===== src/rtl/imm_pkg.sv =====
// Shared encoding definitions for the instruction encoder: format codes, NOP word,
// immediate field widths and a signed-fit helper.
package imm_pkg;

  typedef enum logic [2:0] {
    FMT_I  = 3'd0,
    FMT_S  = 3'd1,
    FMT_SB = 3'd2,
    FMT_U  = 3'd3,
    FMT_UJ = 3'd4
  } fmt_t;

  localparam logic [31:0] NOP_INSTR = 32'h0000_0013;

  localparam int unsigned IMM_W_I  = 12;
  localparam int unsigned IMM_W_S  = 12;
  localparam int unsigned IMM_W_SB = 13;
  localparam int unsigned IMM_W_U  = 20 + 12;
  localparam int unsigned IMM_W_UJ = 21;

  // True when imm equals the sign extension of its low 'width' bits,
  // i.e. every bit from width-1 upward is identical.
  function automatic logic fits_signed(input logic [63:0] imm, input int unsigned width);
    logic [63:0] mask;
    logic [63:0] upper;
    mask  = {64{1'b1}} << (width - 1);
    upper = imm & mask;
    return (upper == 64'd0) || (upper == mask);
  endfunction

endpackage


===== src/rtl/imm_encoder_if.sv =====
// Request/response bundle for imm_encoder; master drives requests, slave is the encoder.
interface imm_encoder_if #(
  parameter int unsigned ERR_CNT_W = 16
);
  logic                 in_valid;
  logic                 in_ready;
  logic [2:0]           in_fmt;
  logic [6:0]           in_opcode;
  logic [4:0]           in_rd;
  logic [4:0]           in_rs1;
  logic [4:0]           in_rs2;
  logic [2:0]           in_funct3;
  logic [63:0]          in_imm;
  logic                 out_valid;
  logic                 out_ready;
  logic [31:0]          out_instr;
  logic                 out_range_err;
  logic                 out_fmt_err;
  logic [ERR_CNT_W-1:0] err_count;

  modport master (
    output in_valid, in_fmt, in_opcode, in_rd, in_rs1, in_rs2, in_funct3, in_imm, out_ready,
    input  in_ready, out_valid, out_instr, out_range_err, out_fmt_err, err_count
  );

  modport slave (
    input  in_valid, in_fmt, in_opcode, in_rd, in_rs1, in_rs2, in_funct3, in_imm, out_ready,
    output in_ready, out_valid, out_instr, out_range_err, out_fmt_err, err_count
  );
endinterface


===== src/rtl/imm_pack.sv =====
// Combinational RV32 field placement: scatters register fields and immediate bits into
// the instruction word for each format; illegal formats yield the canonical NOP.
module imm_pack
  import imm_pkg::*;
(
  input  logic [2:0]  i_fmt,
  input  logic [6:0]  i_opcode,
  input  logic [4:0]  i_rd,
  input  logic [4:0]  i_rs1,
  input  logic [4:0]  i_rs2,
  input  logic [2:0]  i_funct3,
  input  logic [31:0] i_imm,
  output logic [31:0] o_instr
);

  always_comb begin
    o_instr = NOP_INSTR;
    unique case (i_fmt)
      FMT_I:  o_instr = {i_imm[11:0], i_rs1, i_funct3, i_rd, i_opcode};
      FMT_S:  o_instr = {i_imm[11:5], i_rs2, i_rs1, i_funct3, i_imm[4:0], i_opcode};
      FMT_SB: o_instr = {i_imm[12], i_imm[10:5], i_rs2, i_rs1, i_funct3,
                         i_imm[4:1], i_imm[11], i_opcode};
      FMT_U:  o_instr = {i_imm[31:12], i_rd, i_opcode};
      FMT_UJ: o_instr = {i_imm[20], i_imm[10:1], i_imm[11], i_imm[19:12], i_rd, i_opcode};
      default: o_instr = NOP_INSTR;
    endcase
  end

endmodule


===== src/rtl/imm_encoder.sv =====
// Two-stage RISC-V instruction encoder: stage 1 registers fields and range-checks the
// immediate, stage 2 packs the word. ALIGN_CHECK_EN also flags odd SB/UJ offsets.
module imm_encoder
  import imm_pkg::*;
#(
  parameter int unsigned ERR_CNT_W = 16
) (
  input logic        clk,
  input logic        reset,
  imm_encoder_if.slave bus
);

  // Stage 1 state
  logic        r_s1_valid;
  logic [2:0]  r_s1_fmt;
  logic [6:0]  r_s1_opcode;
  logic [4:0]  r_s1_rd;
  logic [4:0]  r_s1_rs1;
  logic [4:0]  r_s1_rs2;
  logic [2:0]  r_s1_funct3;
  logic [31:0] r_s1_imm;
  logic        r_s1_range_err;
  logic        r_s1_fmt_err;

  // Stage 2 state
  logic                 r_s2_valid;
  logic [31:0]          r_s2_instr;
  logic                 r_s2_range_err;
  logic                 r_s2_fmt_err;
  logic [ERR_CNT_W-1:0] r_err_count;

  logic        w_in_xfer;
  logic        w_out_xfer;
  logic        w_s1_advance;
  logic        w_range_err;
  logic        w_fmt_err;
  logic [31:0] w_packed;

  // Stage 1 moves on when stage 2 is empty or being drained this cycle.
  always_comb begin
    w_out_xfer   = r_s2_valid & bus.out_ready;
    w_s1_advance = r_s1_valid & (~r_s2_valid | bus.out_ready);
    bus.in_ready = ~r_s1_valid | w_s1_advance;
    w_in_xfer    = bus.in_valid & bus.in_ready;
  end

  always_comb begin
    w_range_err = 1'b0;
    w_fmt_err   = 1'b0;
    unique case (bus.in_fmt)
      FMT_I:  w_range_err = ~fits_signed(bus.in_imm, IMM_W_I);
      FMT_S:  w_range_err = ~fits_signed(bus.in_imm, IMM_W_S);
`ifdef ALIGN_CHECK_EN
      FMT_SB: w_range_err = ~fits_signed(bus.in_imm, IMM_W_SB) | bus.in_imm[0];
      FMT_UJ: w_range_err = ~fits_signed(bus.in_imm, IMM_W_UJ) | bus.in_imm[0];
`else
      FMT_SB: w_range_err = ~fits_signed(bus.in_imm, IMM_W_SB);
      FMT_UJ: w_range_err = ~fits_signed(bus.in_imm, IMM_W_UJ);
`endif
      FMT_U:  w_range_err = (bus.in_imm[11:0] != 12'd0) | ~fits_signed(bus.in_imm, IMM_W_U);
      default: w_fmt_err = 1'b1;
    endcase
  end

  always_ff @(posedge clk or posedge reset) begin
    if (reset) begin
      r_s1_valid     <= 1'b0;
      r_s1_fmt       <= 3'd0;
      r_s1_opcode    <= 7'd0;
      r_s1_rd        <= 5'd0;
      r_s1_rs1       <= 5'd0;
      r_s1_rs2       <= 5'd0;
      r_s1_funct3    <= 3'd0;
      r_s1_imm       <= 32'd0;
      r_s1_range_err <= 1'b0;
      r_s1_fmt_err   <= 1'b0;
    end else begin
      if (w_in_xfer) begin
        r_s1_valid     <= 1'b1;
        r_s1_fmt       <= bus.in_fmt;
        r_s1_opcode    <= bus.in_opcode;
        r_s1_rd        <= bus.in_rd;
        r_s1_rs1       <= bus.in_rs1;
        r_s1_rs2       <= bus.in_rs2;
        r_s1_funct3    <= bus.in_funct3;
        r_s1_imm       <= bus.in_imm[31:0];
        r_s1_range_err <= w_range_err;
        r_s1_fmt_err   <= w_fmt_err;
      end else if (w_s1_advance) begin
        r_s1_valid <= 1'b0;
      end
    end
  end

  imm_pack u_pack (
    .i_fmt    (r_s1_fmt),
    .i_opcode (r_s1_opcode),
    .i_rd     (r_s1_rd),
    .i_rs1    (r_s1_rs1),
    .i_rs2    (r_s1_rs2),
    .i_funct3 (r_s1_funct3),
    .i_imm    (r_s1_imm),
    .o_instr  (w_packed)
  );

  always_ff @(posedge clk or posedge reset) begin
    if (reset) begin
      r_s2_valid     <= 1'b0;
      r_s2_instr     <= 32'd0;
      r_s2_range_err <= 1'b0;
      r_s2_fmt_err   <= 1'b0;
    end else begin
      if (w_s1_advance) begin
        r_s2_valid     <= 1'b1;
        r_s2_instr     <= w_packed;
        r_s2_range_err <= r_s1_range_err;
        r_s2_fmt_err   <= r_s1_fmt_err;
      end else if (w_out_xfer) begin
        r_s2_valid <= 1'b0;
      end
    end
  end

  always_ff @(posedge clk or posedge reset) begin
    if (reset) begin
      r_err_count <= '0;
    end else if (w_out_xfer && (r_s2_range_err || r_s2_fmt_err) && (r_err_count != '1)) begin
      r_err_count <= r_err_count + 1'b1;
    end
  end

  assign bus.out_valid     = r_s2_valid;
  assign bus.out_instr     = r_s2_instr;
  assign bus.out_range_err = r_s2_range_err;
  assign bus.out_fmt_err   = r_s2_fmt_err;
  assign bus.err_count     = r_err_count;

endmodule


===== src/flat_wrapper.sv =====
// flat-port wrapper written by rule: the top's interface ports become plain ports
module imm_encoder_flat import imm_pkg::*;
#(
  parameter int unsigned ERR_CNT_W = 16
)
  (clk, reset, bus_in_valid, bus_in_fmt, bus_in_opcode, bus_in_rd, bus_in_rs1, bus_in_rs2, bus_in_funct3, bus_in_imm, bus_out_ready, bus_in_ready, bus_out_valid, bus_out_instr, bus_out_range_err, bus_out_fmt_err, bus_err_count);
  imm_encoder_if #(.ERR_CNT_W(ERR_CNT_W)) bus_i ();
  input logic clk;
  input logic reset;
  input wire logic [$bits(bus_i.in_valid)-1:0] bus_in_valid;
  input wire logic [$bits(bus_i.in_fmt)-1:0] bus_in_fmt;
  input wire logic [$bits(bus_i.in_opcode)-1:0] bus_in_opcode;
  input wire logic [$bits(bus_i.in_rd)-1:0] bus_in_rd;
  input wire logic [$bits(bus_i.in_rs1)-1:0] bus_in_rs1;
  input wire logic [$bits(bus_i.in_rs2)-1:0] bus_in_rs2;
  input wire logic [$bits(bus_i.in_funct3)-1:0] bus_in_funct3;
  input wire logic [$bits(bus_i.in_imm)-1:0] bus_in_imm;
  input wire logic [$bits(bus_i.out_ready)-1:0] bus_out_ready;
  output wire logic [$bits(bus_i.in_ready)-1:0] bus_in_ready;
  output wire logic [$bits(bus_i.out_valid)-1:0] bus_out_valid;
  output wire logic [$bits(bus_i.out_instr)-1:0] bus_out_instr;
  output wire logic [$bits(bus_i.out_range_err)-1:0] bus_out_range_err;
  output wire logic [$bits(bus_i.out_fmt_err)-1:0] bus_out_fmt_err;
  output wire logic [$bits(bus_i.err_count)-1:0] bus_err_count;
  assign bus_i.in_valid = bus_in_valid;
  assign bus_i.in_fmt = bus_in_fmt;
  assign bus_i.in_opcode = bus_in_opcode;
  assign bus_i.in_rd = bus_in_rd;
  assign bus_i.in_rs1 = bus_in_rs1;
  assign bus_i.in_rs2 = bus_in_rs2;
  assign bus_i.in_funct3 = bus_in_funct3;
  assign bus_i.in_imm = bus_in_imm;
  assign bus_i.out_ready = bus_out_ready;
  assign bus_in_ready = bus_i.in_ready;
  assign bus_out_valid = bus_i.out_valid;
  assign bus_out_instr = bus_i.out_instr;
  assign bus_out_range_err = bus_i.out_range_err;
  assign bus_out_fmt_err = bus_i.out_fmt_err;
  assign bus_err_count = bus_i.err_count;
  imm_encoder #(.ERR_CNT_W(ERR_CNT_W)) u_core (.clk(clk), .reset(reset), .bus(bus_i));
endmodule

===== config.mk =====
export PLATFORM = sky130hd
export DESIGN_NAME = imm_encoder_flat
export DESIGN_NICKNAME = d
export VERILOG_FILES = /design/src/rtl/imm_pkg.sv /design/src/rtl/imm_encoder_if.sv /design/src/rtl/imm_pack.sv /design/src/rtl/imm_encoder.sv /design/src/flat_wrapper.sv
export SDC_FILE = /design/constraint.sdc
export NUM_CORES = 1
export LEC_CHECK = 0
export CORE_ASPECT_RATIO = 1.1
export CORE_MARGIN = 1.5
export CORE_UTILIZATION = 30
export CTS_BUF_LIST = sky130_fd_sc_hd__clkbuf_16
export DETAILED_ROUTE_END_ITERATION = 12
export GPL_ROUTABILITY_DRIVEN = 0
export SLEW_MARGIN = 10
export SYNTH_ARGS = -nofsm -noshare
export SYNTH_HDL_FRONTEND = slang
export SYNTH_SLANG_ARGS = --single-unit

===== constraint.sdc =====
create_clock -name clk -period 5.9 [get_ports clk]
set_input_delay 1.18 -clock clk [delete_from_list [all_inputs] [get_ports clk]]
set_output_delay 1.18 -clock clk [all_outputs]
set_load 0.01 [all_outputs]

# --- After elaboration in Yosys (flattened, before gate mapping) ---
# Index checks and enable logic that the tools add are counted.
totals:
  latchBits: 0
  reg_bits: 114
  memories: 0
  ramBits: 0
  inputBits: 96
  out_inout_bits: 52
  word_cells: 66
  romBits: 0
classes:
  n_addsub: 1
  bitwise: 12
  eq_ne: 13
  order_cmp: 0
  n_shift: 0
  div_mod_pow: 0
  multipliers: 0
  reduce_logical: 18
  mux: 7
ops:
  columns: ["cell", "count"]
  rows:
  - ["zero test 64 bit", 4]
  - ["case mux 32 bit (5 select lines)", 1]
  - ["equality test 53 bit, second input constant", 1]
  - ["equality test 52 bit, second input constant", 1]
  - ["equality test 44 bit, second input constant", 1]
  - ["equality test 33 bit, second input constant", 1]
  - ["adder 16 x 1 -> 16 bit, second input constant", 1]
  - ["inequality test 16 bit, second input constant", 1]
  - ["equality test 3 x 2 -> 1 bit, second input constant", 4]
  - ["nonzero test 12 bit", 1]
  - ["equality test 3 x 1 -> 1 bit, second input constant", 2]
  - ["equality test 3 bit, second input constant", 2]
  - ["zero test 3 bit", 2]
  - ["NOT 1 bit", 6]
  - ["logical OR 1 bit", 5]
  - ["two-way mux 1 bit", 5]
  - ["OR reduction 5 bit", 1]
  - ["case mux 1 bit (4 select lines)", 1]
  - ["nonzero test 2 bit", 2]
  - ["bitwise AND 1 bit", 3]
  - ["OR 1 bit", 3]
  - ["logical AND 1 bit", 2]
  - ["OR reduction 2 bit", 1]

# --- Longest topological paths before layout ---
depth:
  ltp_word: 6
  depth_mapped: 7

# --- By module ---
# A second synthesis with hierarchy kept.
unflattened:
  cells_unflattened: 446
  area_unflattened_um2: 5452.7
by_module_without_submodules:
  columns: ["mod", "instances", "seq_area_each_um2", "area_each_um2", "cells_per_inst"]
  rows:
  - ["imm_encoder", 1, 2852.7, 4735.8, 338]
  - ["imm_pack", 1, 0.0, 716.9, 108]

# --- Worst setup path before layout ---
# No wires, ideal clock.
synth_timing:
  path_type: "input -> output"
  startpoint: "input bus_out_ready"
  endpoint: "output bus_in_ready"
  path_slack_ns: 3.316
  path_stages: 1
  n_path_buf: 0
  arrival_time_ns: 1.404
  cell_sequence: "nand3b_1"
synth_via:
  elab_chain_cells: 3
synth_lines:
  columns: ["element", "line_no", "text"]
  rows:
  - ["start: declaration", "flat_wrapper.sv:18", "input wire logic [$bits(bus_i.out_ready)-1:0] bus_out_ready;"]
  - ["OR 1 bit", "imm_encoder.sv:42", "w_s1_advance = r_s1_valid & (~r_s2_valid | bus.out_ready);"]
  - ["bitwise AND 1 bit", "imm_encoder.sv:42", null]
  - ["OR 1 bit", "imm_encoder.sv:43", "bus.in_ready = ~r_s1_valid | w_s1_advance;"]
  - ["end: declaration", "flat_wrapper.sv:19", "output wire logic [$bits(bus_i.in_ready)-1:0] bus_in_ready;"]
# Every way passes these cells.

# --- Worst setup path after layout ---
# Ends and elaborated chain as after synthesis.

==> results.md <==
* Seq/Total Area, Yosys at 0.531
* Crit Reg-Reg Startpoint: u_core.r_s1_fmt[0]
* Chip Width at between 100 and 150 um
* Port bufs at approximately 150
* Outcome: finished clean
* First-pass GRT wire length at between 20000 and 25000 um
* # rows at approximately 50
* Post-Layout Cell Count at 918
* Crit path buf inv count at 2
* Max-cap violations at 0
* Max VDD drop at approximately 0.00019 V
* Critical-path cell list: clkdlybuf4s50_1, nand3b_1, clkdlybuf4s50_1
* CTS tree: done
* Critical path endpoint: bus_in_ready
* Most used cell, CP: clkdlybuf4s50_1
* I/O pin total at around 150
* Initial core utilization at 0.305
* FFs w/ async S/R, synth at 1.00
* Drt wl/cell at 16.1 um
* Highest clock rate at between 0.2 and 0.3 GHz
* Slowest-stage cell, CP: clkdlybuf4s50_1
* RSZ-0062 raised after global routing: no
* Final Power at 2.69 mW
* CP Capture Type: output pin
* WP depth at 3
* Primary FF master, synth: dfrtp_1
* Slew headroom at 0.280
* Clock buffer count from CTS at 17
* Synth warn at 0
* Clock slew seen by the registers of the worst setup and hold paths at around 0.050 ns
* Tcrit/Tclk final at 0.615
* Largest cells by area after synthesis: dfrtp_1 (53%), mux2_2 (9.2%), nand2_1 (7.1%)
* Largest net degree at the start of global routing at a little under 80
* R2R Setup Slk at ~3.6 ns
* Seq cells post-synth at around 110
* H-tree levels at 4
* Root buffer cell: clkbuf_16
* Setup WS pre-CTS at approximately 2.3 ns
* Final setup vio count at 0
* Cell family with most CP delay: buffers and inverters
* Post-route DRC at 0
* Share of layout cells above drive strength 1 at 0.116
* Setup crit start kind: input port
* Mapped Avg Cell Area at ~10 um2
* Layout Nets at around 760
* Netlist cell types at 43
* Area growth from synthesis to layout at 42.4%
* Synth Net Count at about 620
* Total Routing Usage GR at 0.167
* Syn Std Cell Area at 5370 um2
* Required @ worst endpoint at 4.72 ns
* Antenna diodes at 0
* Yosys top cell area share at 0.531
* Post-CTS sizing at 0
* Final Hold Vio Count at 0
* Core ar. at ~18000 um2
* Total gr overflow at 0
* Hold Path Origin: u_core.r_s1_funct3[2]
* DIE AREA at between 15000 and 20000 um2
* Pleak at between 3 and 4 nW
* Placed Instances at between 800 and 900
* Power density over the cells at 351 nW/um2
* Skew-Pair Late Insertion Delay at around 0.41 ns
* Vias per Instance at 4.98
* Skew final at roughly 0.0064 ns
* CP peak stage delay at about 0.57 ns
* Buffer count from post-CTS setup fixing at 0
* R2R depth at 4
* Post-layout min period at about 3.6 ns
* Initial DRC count at about 270
* Tightest Pin Transition at roughly 1.1 ns
* Setup TNS at 0 ns
* CTS Hold Buffers Added at 0
* Area leader, netlist: dfrtp_1
* Post-DP HPWL at between 10000 and 15000 um
* Crit path from: bus_out_ready
* Routed WL at ~15000 um
* Max Root-Sink Buffers at 2
* Chip Height at 143 um
* Number of global-route vias before repair at ~4600
* WP data arrival at roughly 2.5 ns
* EDFF count, synth at 0
* Final Max Tran Viols at 0
* Mapped Cells at 526
* CP Class: in -> out
* R2R Path End: u_core.bus.out_instr[28]
* Vias post-DR at ~4600
* Pre-antenna DRT Iters at 4
* HP Class: reg -> reg
* Final ANT Viol Nets at 0
* CTS Sinks at between 100 and 150
* Max FO, Critical Path at 4
* Initial antenna violation count at 0
* Setup WS post-layout at ~2.3 ns
cell usage after synthesis (all sizes together), types with 2 or more instances:
library cell and n:
nand4 26, o21a 7, dfrtp 114, o22a 3, o21ai 17, nand2b 3
a221oi 6, a31oi 5, or4 2, mux2 44, xor2 4, o221ai 7
nor3 3, nor2 28, a22oi 9, nand3 5, buf 17, xnor2 12
a211oi 3, nor4 16, nand2 101, a21o 2, and4 4, nor2b 19
clkbuf 14, and2 5, and3 8, inv 2, mux2i 3, a22o 4
a21oi 24
worst reg2reg max path: cells and delay by family, from the launching register on:
kind,cells,cell delay (ns)
simple gates,3,1.15
compound gates,1,0.17
flops,1,0.92
state kept, by name (all words and copies together), names as in the netlist:
register                  count
u_core.bus.err_count         16
u_core.bus.out_fmt_err        1
u_core.bus.out_instr         32
u_core.bus.out_range_err      1
u_core.bus.out_valid          1
u_core.r_s1_fmt               3
u_core.r_s1_fmt_err           1
u_core.r_s1_funct3            3
u_core.r_s1_imm              32
u_core.r_s1_opcode            7
u_core.r_s1_range_err         1
u_core.r_s1_rd                5
u_core.r_s1_rs1               5
u_core.r_s1_rs2               5
u_core.r_s1_valid             1
through the flow:
stage | area, um2 | hold slack, ns | util
after global routing | 7650 | 0.493 | 0.434
after global placement | 7050 | 0.464 | 0.400
after CTS | 7650 | 0.479 | 0.434
after floorplan | 5370 | 0.433 | -
final | 7650 | 0.474 | 0.434
after detailed placement | 7050 | 0.468 | 0.400
worst min path at each step:
stage	to	slack, ns	cells past startpoint
2_1_floorplan	u_core.bus.out_range_err	0.43	2
3_3_place_gp	u_core.bus.out_instr[31]	0.46	2
3_5_place_dp	u_core.r_s1_funct3[2]	0.47	2
4_1_cts	u_core.r_s1_funct3[2]	0.48	2
5_1_grt	u_core.bus.out_instr[14]	0.49	2
6_report	u_core.r_s1_funct3[2]	0.47	2
where the power goes:
| group | leakage, nW | total, mW | switching [mW] | internal [mW] |
|---|---|---|---|---|
| Clock | 0.299 | 1.04 | 0.348 | 0.694 |
| Combinational | 1.49 | 0.602 | 0.267 | 0.335 |
| Sequential | 1.39 | 1.04 | 0.122 | 0.920 |
area by class of cell:
cell class	count	area, um2
clock buffers	17	425
clock inverters	15	174
fillers	1703	9970
inverters	2	10.0
multi-input cells	379	2370
flip-flops and latches	114	2850
well taps	238	298
repair buffers	153	1520
cell families (layout without fill, tap and decap cells):
family | after synthesis | count (layout) | share of synthesized area
compound gates | 91 | 91 | 0.113
xor+xnor | 16 | 16 | 0.0261
fa+ha+maj | 1 | 1 | 0.00233
buf+inv | 33 | 187 | 0.0275
flops | 114 | 114 | 0.531
mux | 47 | 47 | 0.0979
simple gates | 224 | 224 | 0.202
cell usage in the layout (no fill, tap or decap), types with 4 or more instances in the layout:
cell type        synthesis  routed
clkdlybuf4s50_1          0     147
dfrtp_1                114     114
nand2_1                101     101
mux2_2                  44      44
nor2_1                  28      28
nand4_1                 26      26
a21oi_1                 24      24
nor2b_1                 19      19
clkbuf_16                0      17
nor4_1                  16      16
o21ai_0                 16      16
xnor2_1                 12      12
a22oi_1                  9       9
and3_1                   8       8
o221ai_1                 7       7
o21a_1                   7       7
a221oi_1                 6       6
buf_4                    0       6
a31oi_1                  5       5
nand3_1                  5       5
and4_1                   4       4
and2_1                   5       4
xor2_1                   4       4
a22o_1                   4       4
bufinv_16                0       4
clkinv_1                 0       4
per-layer routing:
metal | vias up | part of all wire | track usage
met5 | - | 0 | 0
met4 | 0 | 0.012 | 0.0526
met3 | 17 | 0.057 | 0.0488
met2 | 136 | 0.48 | 0.272
met1 | 2240 | 0.45 | 0.212
li1 | 2176 | - | -
No activity file was read; power rests on OpenSTA's default activity.
